--- src/rtl/lp_laser_packer.sv ---
// Packs pairs of low-pass samples into double-width words, queues them in a show-ahead FIFO,
// and closes each acquisition window with an optional padded word and a sample-count trailer.
module lp_laser_packer #(
  parameter real TCQ        = 0.1,
  parameter int  DATA_WIDTH = 16,
  parameter int  FIFO_DEPTH = 16
) (
  input  logic                          clk_i,
  input  logic                          rst_n_i,
  input  logic                          laser_start_i,
  input  logic                          lp_laser_vld_i,
  input  logic [DATA_WIDTH-1:0]         lp_laser_data_i,
  output logic                          pack_vld_o,
  output logic [2*DATA_WIDTH-1:0]       pack_data_o,
  output logic                          pack_last_o,
  input  logic                          pack_rdy_i,
  output logic                          overflow_o,
  output logic [15:0]                   drop_cnt_o,
  output logic [$clog2(FIFO_DEPTH):0]   fifo_level_o
);

  localparam int AW = $clog2(FIFO_DEPTH);
  localparam int WW = 2 * DATA_WIDTH;

  if (FIFO_DEPTH < 4 || (FIFO_DEPTH & (FIFO_DEPTH - 1)) != 0) begin : g_bad_depth
    $error("lp_laser_packer: FIFO_DEPTH must be a power of two and at least 4");
  end
  if (TCQ < 0.0) begin : g_bad_tcq
    $error("lp_laser_packer: TCQ must not be negative");
  end

  typedef enum logic [1:0] {S_IDLE, S_RUN, S_PAD, S_TRAIL} state_t;

  state_t                state_q, state_d;
  logic [DATA_WIDTH-1:0] half_q;
  logic                  half_vld_q;
  logic [WW-1:0]         cnt_q;
  logic                  overflow_q;
  logic [15:0]           drop_q;
  logic [AW:0]           wr_ptr_q, rd_ptr_q;
  logic [WW:0]           mem [FIFO_DEPTH];

  logic [AW:0] level;
  logic        empty, full, pop, can_write, accept, pair;
  logic        push, drop, start_frame;
  logic [WW:0] push_word, head;

  // Extra pointer bit distinguishes full from empty; the difference is the occupancy.
  assign level     = wr_ptr_q - rd_ptr_q;
  assign empty     = (level == '0);
  assign full      = (level == (AW+1)'(FIFO_DEPTH));
  assign pop       = !empty && pack_rdy_i;
  assign can_write = !full || pop;
  assign accept    = (state_q == S_RUN) && laser_start_i && lp_laser_vld_i;
  assign pair      = accept && half_vld_q;

  always_comb begin
    // NOTE: every output of this block gets a default first, so no path can infer a latch.
    state_d     = state_q;
    push        = 1'b0;
    drop        = 1'b0;
    start_frame = 1'b0;
    push_word   = {1'b0, lp_laser_data_i, half_q};
    case (state_q)
      S_IDLE: begin
        if (laser_start_i) begin
          state_d     = S_RUN;
          start_frame = 1'b1;
        end
      end
      S_RUN: begin
        if (!laser_start_i) begin
          state_d = half_vld_q ? S_PAD : S_TRAIL;
        end else if (pair) begin
          push = can_write;
          drop = !can_write;
        end
      end
      S_PAD: begin
        push_word = {1'b0, {DATA_WIDTH{1'b0}}, half_q};
        if (can_write) begin
          push    = 1'b1;
          state_d = S_TRAIL;
        end
      end
      S_TRAIL: begin
        push_word = {1'b1, cnt_q};
        if (can_write) begin
          push    = 1'b1;
          state_d = S_IDLE;
        end
      end
      default: state_d = S_IDLE;
    endcase
  end

  // NOTE: sequential state uses non-blocking assignments so every register samples pre-edge values.
  always_ff @(posedge clk_i or negedge rst_n_i) begin
    if (!rst_n_i) begin
      state_q    <= S_IDLE;
      half_q     <= '0;
      half_vld_q <= 1'b0;
      cnt_q      <= '0;
      overflow_q <= 1'b0;
      drop_q     <= '0;
      wr_ptr_q   <= '0;
      rd_ptr_q   <= '0;
    end else begin
      state_q <= state_d;
      if (push) wr_ptr_q <= wr_ptr_q + 1'b1;
      if (pop)  rd_ptr_q <= rd_ptr_q + 1'b1;

      // A dropped pair still releases the half register so pairing stays aligned.
      if (start_frame) begin
        half_vld_q <= 1'b0;
      end else if (accept) begin
        if (half_vld_q) begin
          half_vld_q <= 1'b0;
        end else begin
          half_q     <= lp_laser_data_i;
          half_vld_q <= 1'b1;
        end
      end else if (state_q == S_PAD && push) begin
        half_vld_q <= 1'b0;
      end

      if (start_frame)                 cnt_q <= '0;
      else if (accept && cnt_q != '1)  cnt_q <= cnt_q + 1'b1;

      if (start_frame) begin
        overflow_q <= 1'b0;
        drop_q     <= '0;
      end else if (drop) begin
        overflow_q <= 1'b1;
        if (drop_q != 16'hFFFF) drop_q <= drop_q + 1'b1;
      end
    end
  end

  // NOTE: storage is deliberately not reset; emptiness comes from the pointers, and the head is gated.
  always_ff @(posedge clk_i) begin
    if (push) mem[wr_ptr_q[AW-1:0]] <= push_word;
  end

  assign head         = mem[rd_ptr_q[AW-1:0]];
  assign pack_vld_o   = !empty;
  assign pack_data_o  = empty ? '0 : head[WW-1:0];
  assign pack_last_o  = !empty && head[WW];
  assign overflow_o   = overflow_q;
  assign drop_cnt_o   = drop_q;
  assign fifo_level_o = level;

endmodule
--- config.mk ---
export PLATFORM = sky130hd
export DESIGN_NAME = lp_laser_packer
export DESIGN_NICKNAME = d
export VERILOG_FILES = /design/src/rtl/lp_laser_packer.sv
export SDC_FILE = /design/constraint.sdc
export NUM_CORES = 1
export LEC_CHECK = 0
export ABC_AREA = 0
export CAP_MARGIN = 30
export CORE_MARGIN = 1
export CORE_UTILIZATION = 61
export DETAILED_ROUTE_END_ITERATION = 16
export GPL_TIMING_DRIVEN = 0
export PLACE_DENSITY_LB_ADDON = 0.12
export SETUP_SLACK_MARGIN = 0.2
export SYNTH_ARGS = -nofsm -noshare
export SYNTH_HDL_FRONTEND = slang
export SYNTH_SLANG_ARGS = --single-unit
export TNS_END_PERCENT = 30
--- constraint.sdc ---
create_clock -name clk_i -period 6.6 [get_ports clk_i]
set_input_delay 1.98 -clock clk_i [delete_from_list [all_inputs] [get_ports clk_i]]
set_output_delay 1.98 -clock clk_i [all_outputs]
set_load 0.01 [all_outputs]
==> impl_metrics.tcl, run 1 <==
set metrics [dict create \
    outcome "finished, violations left" \
    violations "antenna violations" \
    cts_tree "built" \
    grt_usage_pct 30.0 \
    grt_first_pass_wirelength_mm 87.3 \
    cp_max_fo 15 \
    met2_length_mm 28.5 \
    power.share.sequential_pct 39.1 \
    wire_per_inst_um 29.1 \
    fmax_ghz 0.161 \
    rsz0062_at_grt "no" \
    final_cell_mix "edfxtp_1, mux4_2, dfrtp_1" \
    yosys_warnings 0 \
    clock_power_share_pct 23.1 \
    critPathCaptureType "primary output" \
    io_buffers 76 \
    vdd_drop_max_v 0.000418 \
    switchingPower_w 0.00434 \
    min_path_type "register to register" \
    critPathTopFamily "buffers and inverters" \
    first_pass_iters 7 \
    highest_layer "met4" \
    cts-buffers-inserted 57 \
    maxSlewViolCount 0 \
    cp-start-kind "register" \
    drtAntennaViolNets 1 \
    clk_path_buf_depth 3 \
    grt_pass1_vias 13471 \
    overflow 0 \
    fin_total_pwr_w 0.0136 \
    rows 73 \
    worstHoldStart "rd_ptr_q[4]" \
    place_hpwl_mm 37.8 \
    cp_common_cell "nor2_4" \
    syn_inst 1260 \
    yosys-top-cells-area "edfxtp_1, mux4_2, dfrtp_1" \
    cts.htree.levels 2 \
    r2r_end "mem[1][14]" \
    p_int_w 0.00931 \
    synth_top_area_cell "edfxtp_1" \
    drc 0 \
    finalHoldViolCount 0 \
    nNetsFinal 1482 \
    cp.arrival_ns 4.25 \
    cap_violations 0 \
    core_um2 39700 \
    fp.dieH_um 203 \
    r2r_start "rd_ptr_q[1]" \
    netlist-cell-type-count 51 \
    p_sw_share_pct 31.8 \
    start_util_pct 61.8 \
    skew_ns 0.0173 \
    reg2reg_slack_ns 1.68 \
    via_per_inst 6.48 \
    hold_path_end "rd_ptr_q[4]" \
    io_pins 77 \
    regArea_um2 17800 \
    path_buf_inv 8 \
    p_per_area_nw_per_um2 476 \
    netlist.area_leader.share_pct 64.5 \
    hold_path_depth 1 \
    syn_nets 1298 \
    antenna_found_initial 0 \
    drt_iter0_drc 1448 \
    numClockSinks 606 \
    max_stage_delay_ns 0.54 \
    pwr-share-comb_pct 37.9 \
    critPathKind "register to primary output" \
    vias 13103 \
    wl_mm 58.7 \
    path_clk_slew_ns 0.06 \
    synth-edff-count 528 \
    mappedNetlistArea_um2 24600 \
    crit_path_top_delay_cell "clkdlybuf4s50_1" \
    met3_length_mm 5.33 \
    setup_viol 0 \
    fin_crit_sh_pct 94.4 \
    avgSynthCellArea_um2 19.5 \
    wl_met1_mm 22.9 \
    ys_ff_latch 606 \
    rr_worst_depth 14 \
    ys_seq_area_share_pct 72.5 \
    multi_input_area_um2 6580 \
    drive_gt1_share_pct 24.3 \
    max_slew.worst_pin.slew_ns 1.09 \
    finalNonFillerCells 2021 \
    synth-async-reset-ratio_pct 12.9 \
    period_minus_slack_ns 6.23 \
    leakage_nw 9.60 \
    crit_chain "clkbuf_4 > buf_6 > clkbuf_8 > inv_1 > fa_1 > xor2_1 > and4b_1 > nor2_4 > nor2_4 > clkinvlp_4 > buf_4 > clkbuf_2 > and2_1 > clkdlybuf4s50_1" \
    die_area_um2 41100 \
    maxSlewHeadroom_pct 26.8 \
    ctsRootBufferMaster "clkbuf_16" \
    fillers 2375 \
    fp.dieW_um 203 \
    grt_max_degree 45 \
    syn_to_final_growth_pct 16.5 \
    gp_congestion 0.922 \
    yosys_most_used_dff "edfxtp_1" \
    placed_cells 1905 \
    crit_required_ns 4.62 \
    final_common_cell "edfxtp_1" \
    clock_latency_ns 0.61 \
]
[area by class of cell]
cell class	count	share of cell area, %
clock inverter	26	0.625
inverter	15	0.210
sequential	606	62.2
antenna	5	0.0437
buffer	62	0.953
tap	525	2.29
multi-input combinational	577	23.0
clock buffer	80	5.61
timing repair buffer	125	5.07
[through the flow]
stage / hold slack, ns / utilization (%) / setup TNS [ns] / cell area, µm² / setup WS [ns]
3_5_place_dp: 0.478 / 67.3 / -30.11 / 26700 / -1.02
2_1_floorplan: 0.462 / - / 0 / 24600 / 0.800
6_report: 0.486 / 72.1 / 0 / 28600 / 0.372
4_1_cts: 0.490 / 72.0 / 0 / 28600 / 0.267
3_3_place_gp: 0.475 / 65.4 / -1005.98 / 26000 / -3.51
5_1_grt: 0.520 / 72.0 / 0 / 28600 / 0.205
[cells by family after synthesis]
logic type / after synthesis / share of synthesized area, %
flip-flops: 606 / 72.5
AO/OA/AOI/OAI: 86 / 2.38
buffers and inverters: 77 / 1.22
XOR/XNOR: 39 / 1.39
adder cells (fa/ha/maj): 17 / 0.896
multiplexers: 187 / 16.1
AND/OR/NAND/NOR: 248 / 5.53
[sequential cells by signal, indices dropped and copies added, names as in the netlist]
signal and flops:
mem 528, cnt_q 32, drop_cnt_o 16, half_q 16
rd_ptr_q 5, wr_ptr_q 5, state_q 2, half_vld_q 1
overflow_o 1
[what timing repair did]
action | 4_1_cts | 5_1_grt
hold buffers | 0 | 0
pin swaps | 1 | 0
setup buffers | 4 | 0
cloned | 0 | 0
gates resized for setup | 15 | 8
setup endpoints to repair | 36 | 33
[per-layer routing]
metal  global-route usage [%]  vias to the layer above
met4                     10.3                        0
met3                     5.46                      113
met5                        0                        -
met2                     47.9                      668
met1                     42.3                     6820
li1                         -                     5502
[synthesized netlist by cell type, types with 4 or more instances]
cell,count
xnor2_1,17
mux4_2,165
clkbuf_1,43
dfrtp_1,78
and3_1,5
xor2_1,22
nand2_1,38
nor3_1,12
nor2_1,56
ha_1,16
a31o_2,4
buf_2,8
edfxtp_1,528
inv_1,14
a22o_1,24
and2_1,39
and4_1,7
or3_1,12
o21ai_0,24
nand4_1,23
nand3_1,22
buf_1,11
a21oi_1,19
mux2_2,19
nand2b_1,14
[worst max path at each step]
stage	start	to	slack (ns)	cells after the start
2_1_floorplan	rd_ptr_q[1]	mem[0][0]	0.80	11
3_3_place_gp	rd_ptr_q[1]	mem[1][8]	-3.51	11
3_5_place_dp	rd_ptr_q[1]	pack_data_o[2]	-1.02	13
4_1_cts	rd_ptr_q[3]	pack_data_o[2]	0.27	12
5_1_grt	rd_ptr_q[1]	pack_data_o[18]	0.20	14
6_report	rd_ptr_q[1]	pack_data_o[7]	0.37	14
[power groups by stage]
stage	logic [W]	registers, W	clock network (W)
floorplan	0.00299	0.00535	0
detailed placement	0.00510	0.00540	0
global placement	0.00476	0.00543	0
CTS	0.00517	0.00533	0.00318
finish	0.00516	0.00533	0.00315
global route	0.00550	0.00537	0.00331
[worst reg2reg max path: stages (launching register included)]
cell      delay [ns]
dfrtp_1         0.36
clkbuf_4        0.27
buf_6           0.21
clkbuf_8        0.23
inv_1           0.10
fa_1            0.43
xor2_1          0.28
and4b_1         0.27
or2_2           0.28
o21ai_1         0.34
nand3_1         0.44
nor3_2          0.84
buf_6           0.27
buf_8           0.17
buf_6           0.15
No activity file was read; power rests on OpenSTA's default activity.
==> inputs of run 2 (changes only) <==
--- a/config.mk
+++ b/config.mk
@@ -13,6 +13,7 @@
 export GPL_TIMING_DRIVEN = 0
 export PLACE_DENSITY_LB_ADDON = 0.12
 export SETUP_SLACK_MARGIN = 0.2
+export SKIP_LAST_GASP = 1
 export SYNTH_ARGS = -nofsm -noshare
 export SYNTH_HDL_FRONTEND = slang
 export SYNTH_SLANG_ARGS = --single-unit
==> results of run 2 <==
The final DEF is identical to that of run 1; final timing and power are the same.
==> inputs of run 3 (changes only) <==
--- a/config.mk
+++ b/config.mk
@@ -7,7 +7,6 @@
 export LEC_CHECK = 0
 export ABC_AREA = 0
 export CAP_MARGIN = 30
-export CORE_MARGIN = 1
 export CORE_UTILIZATION = 61
 export DETAILED_ROUTE_END_ITERATION = 16
 export GPL_TIMING_DRIVEN = 0
==> results of run 3 <==
The final DEF is identical to that of run 1; final timing and power are the same.
